[src/rtl/io_stream_bridge_if.sv]
// CPU I/O request handshake plus host-side TX/RX word streams of the io_stream_bridge.
// The master side is the CPU/host pair; the slave side is the bridge.
interface io_stream_bridge_if #(
  parameter int unsigned AW = 2
);
  logic          io_read;
  logic          io_write;
  logic [15:0]   io_wdata;
  logic [15:0]   io_rdata;
  logic          ioack;
  logic [15:0]   tx_data;
  logic          tx_valid;
  logic          tx_ready;
  logic [15:0]   rx_data;
  logic          rx_valid;
  logic          rx_ready;
  logic [AW:0]   tx_count;
  logic [AW:0]   rx_count;

  modport master (
    output io_read, io_write, io_wdata, tx_ready, rx_data, rx_valid,
    input  io_rdata, ioack, tx_data, tx_valid, rx_ready, tx_count, rx_count
  );

  modport slave (
    input  io_read, io_write, io_wdata, tx_ready, rx_data, rx_valid,
    output io_rdata, ioack, tx_data, tx_valid, rx_ready, tx_count, rx_count
  );
endinterface

[src/rtl/io_stream_bridge.sv]
// Peripheral target for the CPU I/O handshake: CPU stores feed a TX FIFO drained by the host,
// host words fill an RX FIFO popped by CPU loads; ioack is withheld while the FIFO cannot serve.
module io_stream_bridge #(
  parameter int unsigned AW = 2
) (
  input logic             clock,
  input logic             reset,
  io_stream_bridge_if.slave bus
);
  localparam int unsigned DW    = 16;
  localparam int unsigned DEPTH = 2 ** AW;
  localparam int unsigned CW    = AW + 1;

  typedef enum logic [1:0] {IDLE, WAIT_TX, WAIT_RX, ACK} state_t;

  state_t          state;
  logic [DW-1:0]   tx_mem [DEPTH];
  logic [DW-1:0]   rx_mem [DEPTH];
  logic [AW-1:0]   tx_wr_ptr, tx_rd_ptr, rx_wr_ptr, rx_rd_ptr;
  logic [CW-1:0]   tx_cnt, rx_cnt;
  logic [DW-1:0]   rdata;
  logic            ack;

  logic tx_full_c, rx_empty_c, tx_push_c, tx_pop_c, rx_push_c, rx_pop_c;

  // FIFO strobes; all gating uses pre-edge counts so a same-edge pop never frees space for a push.
  always_comb begin
    tx_full_c  = (tx_cnt == CW'(DEPTH));
    rx_empty_c = (rx_cnt == '0);
    tx_pop_c   = (tx_cnt != '0) && bus.tx_ready;
    rx_push_c  = (rx_cnt != CW'(DEPTH)) && bus.rx_valid;
    tx_push_c  = 1'b0;
    rx_pop_c   = 1'b0;
    case (state)
      IDLE: begin
        rx_pop_c  = bus.io_read && !rx_empty_c;
        tx_push_c = !bus.io_read && bus.io_write && !tx_full_c;
      end
      WAIT_TX: tx_push_c = bus.io_write && !tx_full_c;
      WAIT_RX: rx_pop_c  = bus.io_read && !rx_empty_c;
      default: ;
    endcase
  end

  // Request/acknowledge FSM with registered ioack and read data.
  always_ff @(posedge clock) begin
    if (!reset) begin
      state <= IDLE;
      ack   <= 1'b0;
      rdata <= '0;
    end else begin
      case (state)
        IDLE: begin
          if (bus.io_read) begin
            if (rx_pop_c) begin
              rdata <= rx_mem[rx_rd_ptr];
              ack   <= 1'b1;
              state <= ACK;
            end else begin
              state <= WAIT_RX;
            end
          end else if (bus.io_write) begin
            if (tx_push_c) begin
              ack   <= 1'b1;
              state <= ACK;
            end else begin
              state <= WAIT_TX;
            end
          end
        end
        WAIT_TX: begin
          if (!bus.io_write) begin
            state <= IDLE;
          end else if (tx_push_c) begin
            ack   <= 1'b1;
            state <= ACK;
          end
        end
        WAIT_RX: begin
          if (!bus.io_read) begin
            state <= IDLE;
          end else if (rx_pop_c) begin
            rdata <= rx_mem[rx_rd_ptr];
            ack   <= 1'b1;
            state <= ACK;
          end
        end
        default: begin
          if (!bus.io_read && !bus.io_write) begin
            ack   <= 1'b0;
            state <= IDLE;
          end
        end
      endcase
    end
  end

  always_ff @(posedge clock) begin
    if (!reset) begin
      tx_wr_ptr <= '0;
      tx_rd_ptr <= '0;
      rx_wr_ptr <= '0;
      rx_rd_ptr <= '0;
      tx_cnt    <= '0;
      rx_cnt    <= '0;
    end else begin
      if (tx_push_c) tx_wr_ptr <= tx_wr_ptr + AW'(1);
      if (tx_pop_c)  tx_rd_ptr <= tx_rd_ptr + AW'(1);
      if (rx_push_c) rx_wr_ptr <= rx_wr_ptr + AW'(1);
      if (rx_pop_c)  rx_rd_ptr <= rx_rd_ptr + AW'(1);
      tx_cnt <= tx_cnt + CW'(tx_push_c) - CW'(tx_pop_c);
      rx_cnt <= rx_cnt + CW'(rx_push_c) - CW'(rx_pop_c);
    end
  end

  // Storage carries no reset; only pointers and counts define validity.
  always_ff @(posedge clock) begin
    if (tx_push_c) tx_mem[tx_wr_ptr] <= bus.io_wdata;
    if (rx_push_c) rx_mem[rx_wr_ptr] <= bus.rx_data;
  end

  assign bus.io_rdata = rdata;
  assign bus.ioack    = ack;
  assign bus.tx_data  = tx_mem[tx_rd_ptr];
  assign bus.tx_valid = (tx_cnt != '0);
  assign bus.rx_ready = (rx_cnt != CW'(DEPTH));
  assign bus.tx_count = tx_cnt;
  assign bus.rx_count = rx_cnt;
endmodule

[src/flat_wrapper.sv]
// flat-port wrapper written by rule: the top's interface ports become plain ports
module io_stream_bridge_flat 
#(
  parameter int unsigned AW = 2
)
  (clock, reset, bus_io_read, bus_io_write, bus_io_wdata, bus_tx_ready, bus_rx_data, bus_rx_valid, bus_io_rdata, bus_ioack, bus_tx_data, bus_tx_valid, bus_rx_ready, bus_tx_count, bus_rx_count);
  io_stream_bridge_if #(.AW(AW)) bus_i ();
  input logic clock;
  input logic reset;
  input wire logic [$bits(bus_i.io_read)-1:0] bus_io_read;
  input wire logic [$bits(bus_i.io_write)-1:0] bus_io_write;
  input wire logic [$bits(bus_i.io_wdata)-1:0] bus_io_wdata;
  input wire logic [$bits(bus_i.tx_ready)-1:0] bus_tx_ready;
  input wire logic [$bits(bus_i.rx_data)-1:0] bus_rx_data;
  input wire logic [$bits(bus_i.rx_valid)-1:0] bus_rx_valid;
  output wire logic [$bits(bus_i.io_rdata)-1:0] bus_io_rdata;
  output wire logic [$bits(bus_i.ioack)-1:0] bus_ioack;
  output wire logic [$bits(bus_i.tx_data)-1:0] bus_tx_data;
  output wire logic [$bits(bus_i.tx_valid)-1:0] bus_tx_valid;
  output wire logic [$bits(bus_i.rx_ready)-1:0] bus_rx_ready;
  output wire logic [$bits(bus_i.tx_count)-1:0] bus_tx_count;
  output wire logic [$bits(bus_i.rx_count)-1:0] bus_rx_count;
  assign bus_i.io_read = bus_io_read;
  assign bus_i.io_write = bus_io_write;
  assign bus_i.io_wdata = bus_io_wdata;
  assign bus_i.tx_ready = bus_tx_ready;
  assign bus_i.rx_data = bus_rx_data;
  assign bus_i.rx_valid = bus_rx_valid;
  assign bus_io_rdata = bus_i.io_rdata;
  assign bus_ioack = bus_i.ioack;
  assign bus_tx_data = bus_i.tx_data;
  assign bus_tx_valid = bus_i.tx_valid;
  assign bus_rx_ready = bus_i.rx_ready;
  assign bus_tx_count = bus_i.tx_count;
  assign bus_rx_count = bus_i.rx_count;
  io_stream_bridge #(.AW(AW)) u_core (.clock(clock), .reset(reset), .bus(bus_i));
endmodule
[config.mk]
export PLATFORM = sky130hd
export DESIGN_NAME = io_stream_bridge_flat
export DESIGN_NICKNAME = d
export VERILOG_FILES = /design/src/rtl/io_stream_bridge_if.sv /design/src/rtl/io_stream_bridge.sv /design/src/flat_wrapper.sv
export SDC_FILE = /design/constraint.sdc
export NUM_CORES = 1
export LEC_CHECK = 0
export ABC_AREA = 1
export CORE_ASPECT_RATIO = 0.6
export CORE_UTILIZATION = 59
export CTS_CLUSTER_DIAMETER = 200
export DETAILED_ROUTE_END_ITERATION = 7
export GPL_TIMING_DRIVEN = 1
export PLACE_DENSITY = 0.84
export SLEW_MARGIN = 20
export SYNTH_ARGS = -nofsm -noshare
export SYNTH_HDL_FRONTEND = slang
export SYNTH_SLANG_ARGS = --single-unit
[constraint.sdc]
create_clock -name clock -period 4 [get_ports clock]
set_input_delay 0.4 -clock clock [delete_from_list [all_inputs] [get_ports clock]]
set_output_delay 0.4 -clock clock [all_outputs]
set_load 0.02 [all_outputs]
* Word level (Yosys, flattened, before mapping)
Memory sizes are Yosys's and may differ from the RTL's. A register that Yosys moved wholly into a read port is not among the register bits.
Cells that the tools add are included.
** Word-level totals
- Latch bits :: 0
- Bits of input ports :: 38
- Register bits :: 17
- Bits in read-only memories :: 0
- Memories :: 2
- Output and inout bits :: 41
- Word-level logic and storage cells :: 71
- RAM bits :: 128
** Operators by class
- Bitwise gates (word level) :: 0
- Multiply operators :: 0
- Add/subtract/negate cells :: 8
- Eq/ne operators :: 8
- Order comparisons :: 0
- Reduce and logical (&&, ||, !) cells :: 20
- Multiplexer cells :: 25
- Div/mod/pow operators :: 0
- Shift-type cells :: 0
** Memory list
- u_core.rx_mem :: depth 4, bits a word 16, read ports 1, clocked after memory_dff 1, write ports 1, RTL line io_stream_bridge.sv:18 : logic [DW-1:0] rx_mem [DEPTH];
- u_core.tx_mem :: depth 4, bits a word 16, read ports 1, clocked after memory_dff 1, write ports 1, RTL line io_stream_bridge.sv:17 : logic [DW-1:0] tx_mem [DEPTH];
** Operators by type and width (count)
- $mux W2 :: 10
- $mux W1 :: 12
- $add A2 B1 Y2 const B :: 4
- $logic_and A1 B1 Y1 :: 7
- $add A3 B1 Y3 :: 2
- $ne A3 B2 Y1 const B :: 2
- $ne A3 B3 Y1 const B :: 2
- $pmux W2 S3 :: 1
- $sub A3 B1 Y3 :: 2
- $logic_not A1 Y1 :: 5
- $reduce_and A4 Y1 :: 1
- $reduce_bool A4 Y1 :: 1
- $eq A3 B3 Y1 const B :: 1
- $logic_not A3 Y1 :: 1
- $pmux W1 S3 :: 1
- $reduce_and A3 Y1 :: 1
- $reduce_bool A3 Y1 :: 1
- $eq A2 B1 Y1 const B :: 1
- $eq A2 B2 Y1 const B :: 1
- $logic_not A2 Y1 :: 1
- $ne A2 B2 Y1 const B :: 1
- $pmux W1 S2 :: 1
- $reduce_and A2 Y1 :: 1
- $reduce_or A2 Y1 :: 1

* Logic depth before layout (Yosys ltp)
- Word-level depth :: 8
- Gate-level depth with buffers :: 13
- Depth with buffers taken out :: 12

* Worst setup path before layout
No wires, ideal clock.
- Path type :: reg-to-reg
- Start :: register u_core.rx_cnt[1] (netlist: u_core.bus.rx_count[1])
- End :: register u_core.rx_cnt[2] (netlist: u_core.bus.rx_count[2])
- Library setup time :: 70 ps
- Data arrival time :: 2127 ps
- Path buffers :: 1
- Slack :: 1803 ps
- Stages on the path, launching flop included :: 14
- Clock period less this slack :: 2197 ps
- Required time :: 3930 ps
- Cell sequence :: dfxtp_1 > inv_1 > nand3b_2 > nand2_2 > nor2_4 > buf_6 > ha_1 > inv_1 > ha_1 > inv_1 > fa_1 > inv_1 > o21ai_0 > a21oi_1
** On the way
- Word-level cells in the longest chain between the ends :: 5
- Elaborated cells on any way between the ends :: 8
- Classes of those cells :: add/sub (2); eq/ne (1); mux (1); reduce/logical (4)
** RTL lines
- start: declaration :: RTL line io_stream_bridge.sv:20 : logic [CW-1:0] tx_cnt, rx_cnt;
- start signal: assignment :: RTL line io_stream_bridge.sv:112 : rx_cnt <= rx_cnt + CW'(rx_push_c) - CW'(rx_pop_c);
- $logic_not A3 Y1 :: RTL line io_stream_bridge.sv:29 : rx_empty_c = (rx_cnt == '0);
- $logic_not A1 Y1 :: RTL line io_stream_bridge.sv:36, io_stream_bridge.sv:40
- $logic_and A1 B1 Y1 :: RTL line io_stream_bridge.sv:36, io_stream_bridge.sv:40
- $mux W1
- named net u_core.rx_pop_c :: RTL line io_stream_bridge.sv:24 : logic tx_full_c, rx_empty_c, tx_push_c, tx_pop_c, rx_push_c, rx_pop_c;
- $sub A3 B1 Y3 :: RTL line io_stream_bridge.sv:112
The timed path passes the listed nets, and every way through them passes these cells.
A chain may end at the register's enable or synchronous reset.

==> impl_metrics.toml <==
[route]
post_drt_wl_per_cell_um = 17.42
finalWirelength_um = 13360
post-route-drc-count = 0
drt_pass1_iterations = 6
via_per_inst = 5.614
drt_iter0_markers = 296
ant_nets = 0
vias = 4306

[clock_network]
clk_latency_ns = 0.42
holdBufCountCts = 0
clock_sinks = 163
cts-root-buf = "clkbuf_16"
cts_inserted_buffers = 17
cts_resized = 0
postCtsSetupBuffers = 0
clockBufferDepth = 2
htree_levels = 4
clkTransAtPathRegs_ns = 0.06
cts_tree = "built"

[grt]
grt_pass1_wl_um = 20470
grt_pass1_vias = 4099
grtUsageTotal_pct = 25.26
grt_max_degree = 34
antenna_found_initial = 0
overflow = 0

[min_path]
min_path_type = "reg -> reg"

[flow_run]
drv_cap = 0

[final_layout]
antenna_cells = 0
area_growth_pct = 23.18
drive_above_1_share_pct = 10.03
finalNetCount = 667
utilization_pct = 74.88
final_area_um2 = 7906

[floorplanning]
die_h_um = 82.79
fp-row-count = 29
pin_count = 79
core_area_um2 = 10560
fp.dieW_um = 136.7
die_area_um2 = 11310
initial_core_util_pct = 60.79

[placement]
gp_congestion = 0.8411
pre_cts_slack_ns = 1.193
placed_area_um2 = 7322
port_buffers = 78
dp_hpwl_um = 8294

[power]
power_w = 0.005470
irDropWorstVdd_mv = 0.4259
p_per_area_nw_per_um2 = 691.9
power.switching_w = 0.001813
p_clk_share_pct = 29.2
p_seq_share_pct = 41.1
leakagePower_nw = 2.836
cellInternalPower_w = 0.003657
pwr-share-comb_pct = 29.7
switching_share_pct = 33.15

[setup_path]
criticalPathCategory = "reg -> out"
cp-end-kind = "output port"
cp.required_ns = 3.60
critPathMaxFanout = 33
cp.arrival_ns = 2.74
critical_path.startpoint_type = "register"

[yosys]
yosysWarnings = 0
syn_avg_cell_area_um2 = 12.02
syn_inst = 534
syn_nets = 586
syn_area_um2 = 6419
ys_ff_latch = 163
yosysSeqAreaShare_pct = 70.80
yosysUniqueCellTypes = 31

[sta]
final_max_slew_viol_count = 0
rsz0062_at_grt = "false"
fmax_mhz = 318.6
maxSlewHeadroom_pct = 30.65
period_minus_slack_ns = 3.139
worstMarginPinSlew_ns = 1.037
setup_ws_ns = 0.8611
timing.final.crit_share_pct = 78.47
finalClockSkew_ns = 0.006365
final-hold-violation-count = 0
finalSetupViolCount = 0
tns_ns = 0

[run_status]
status = "complete, no violations"
## kinds of logic (layout without fill, tap and decap cells)
logic type / after synthesis / count (layout) / synth area share (%)
fa+ha+maj: 14 / 14 / 2.963
simple gates: 152 / 152 / 10.23
compound gates: 139 / 139 / 11.56
buf+inv: 64 / 158 / 4.171
flops: 163 / 163 / 70.80
xor+xnor: 2 / 2 / 0.2730
## registers in the layout (all words and copies together) (netlist names), named ones only
name                 cells
u_core.rx_mem           64
u_core.tx_mem           64
u_core.bus.io_rdata     16
u_core.bus.rx_count      3
u_core.bus.tx_count      3
u_core.rx_rd_ptr         2
u_core.rx_wr_ptr         2
u_core.state             2
u_core.tx_rd_ptr         2
u_core.tx_wr_ptr         2
u_core.bus.ioack         1
## cells in the mapped netlist, drive strengths merged
library cell / n / area (µm²)
nand3b: 1 / 11.26
clkbuf: 15 / 57.55
a21boi: 1 / 7.510
nor2: 112 / 466.7
dfxtp: 35 / 700.7
o22ai: 32 / 200.2
fa: 2 / 40.04
xnor2: 1 / 8.760
xor2: 1 / 8.760
edfxtp: 128 / 3844
nand3: 6 / 42.54
o21ai: 91 / 455.4
inv: 41 / 156.4
buf: 7 / 48.79
clkinv: 1 / 5.000
nand2: 33 / 136.4
ha: 12 / 150.1
a21oi: 15 / 78.83
## layout make-up
class	instances	area, µm²
sequential	163	4544
fill	632	2653
multi-input combinational	307	1617
timing repair buffer	84	825.8
clock buffer	18	429.2
tap	139	173.9
inverter	42	161.4
clock inverter	14	155.1
## power by group through the flow
stage / registers, W / clock network, W / logic, W
2_1_floorplan: 0.00233 / 0 / 0.000921
3_3_place_gp: 0.00227 / 0 / 0.00155
3_5_place_dp: 0.00228 / 0 / 0.00162
4_1_cts: 0.00225 / 0.00161 / 0.00163
5_1_grt: 0.00227 / 0.00168 / 0.00179
6_report: 0.00225 / 0.00160 / 0.00163
## path summary, 6_finish.rpt
path | end | cells after the start | slack (ns) | start
min reg2reg | register | 2 | 0.48 | u_core.tx_rd_ptr[1]$_SDFFE_PN0P_
max reg2reg | u_core.bus.rx_count[2]$_SDFF_PN0_ | 12 | 1.52 | u_core.bus.rx_count[1]$_SDFF_PN0_
max | bus_tx_data[10] | 5 | 0.86 | register
min | register | 2 | 0.48 | u_core.tx_rd_ptr[1]$_SDFFE_PN0P_
## critical path, cell delays in order, from the launching register on
cell             delay [ns]
dfxtp_1                0.30
buf_4                  0.22
inv_1                  0.72
o21ai_0                0.23
o22ai_1                0.19
clkdlybuf4s50_1        0.64
## layer usage
| metal | vias to the layer above | track usage [%] | part of all wire (%) |
|---|---|---|---|
| li1 | 2047 | - | - |
| met2 | 147 | 40.41 | 48 |
| met1 | 2099 | 33.69 | 44 |
| met5 | - | 0 | 0 |
| met4 | 0 | 10.78 | 1.2 |
| met3 | 13 | 5.950 | 6.5 |
## per-stage QoR
step | std cells | hold slack, ns
2_1_floorplan | 534 | 0.4362
3_3_place_gp | 735 | 0.4528
3_5_place_dp | 735 | 0.4612
4_1_cts | 767 | 0.4833
5_1_grt | 767 | 0.5121
6_report | 767 | 0.4834
## cells in the final DEF, fill, tap and decap left out, types with 2 or more instances in the layout
cell             count
edfxtp_1           128
nand2_1             28
nand3_1              5
nor2_1              97
fa_1                 2
ha_1                12
clkinv_2             2
clkinv_4             2
buf_4                6
dfxtp_1             35
o21ai_1             10
clkdlybuf4s50_1     78
nor2_2              13
inv_6                4
o22ai_1             32
o21ai_0             81
bufinv_16            2
clkbuf_16           17
nand2_2              5
a21oi_1             14
inv_1               39
clkinvlp_4           5
No activity file was read; power rests on OpenSTA's default activity.
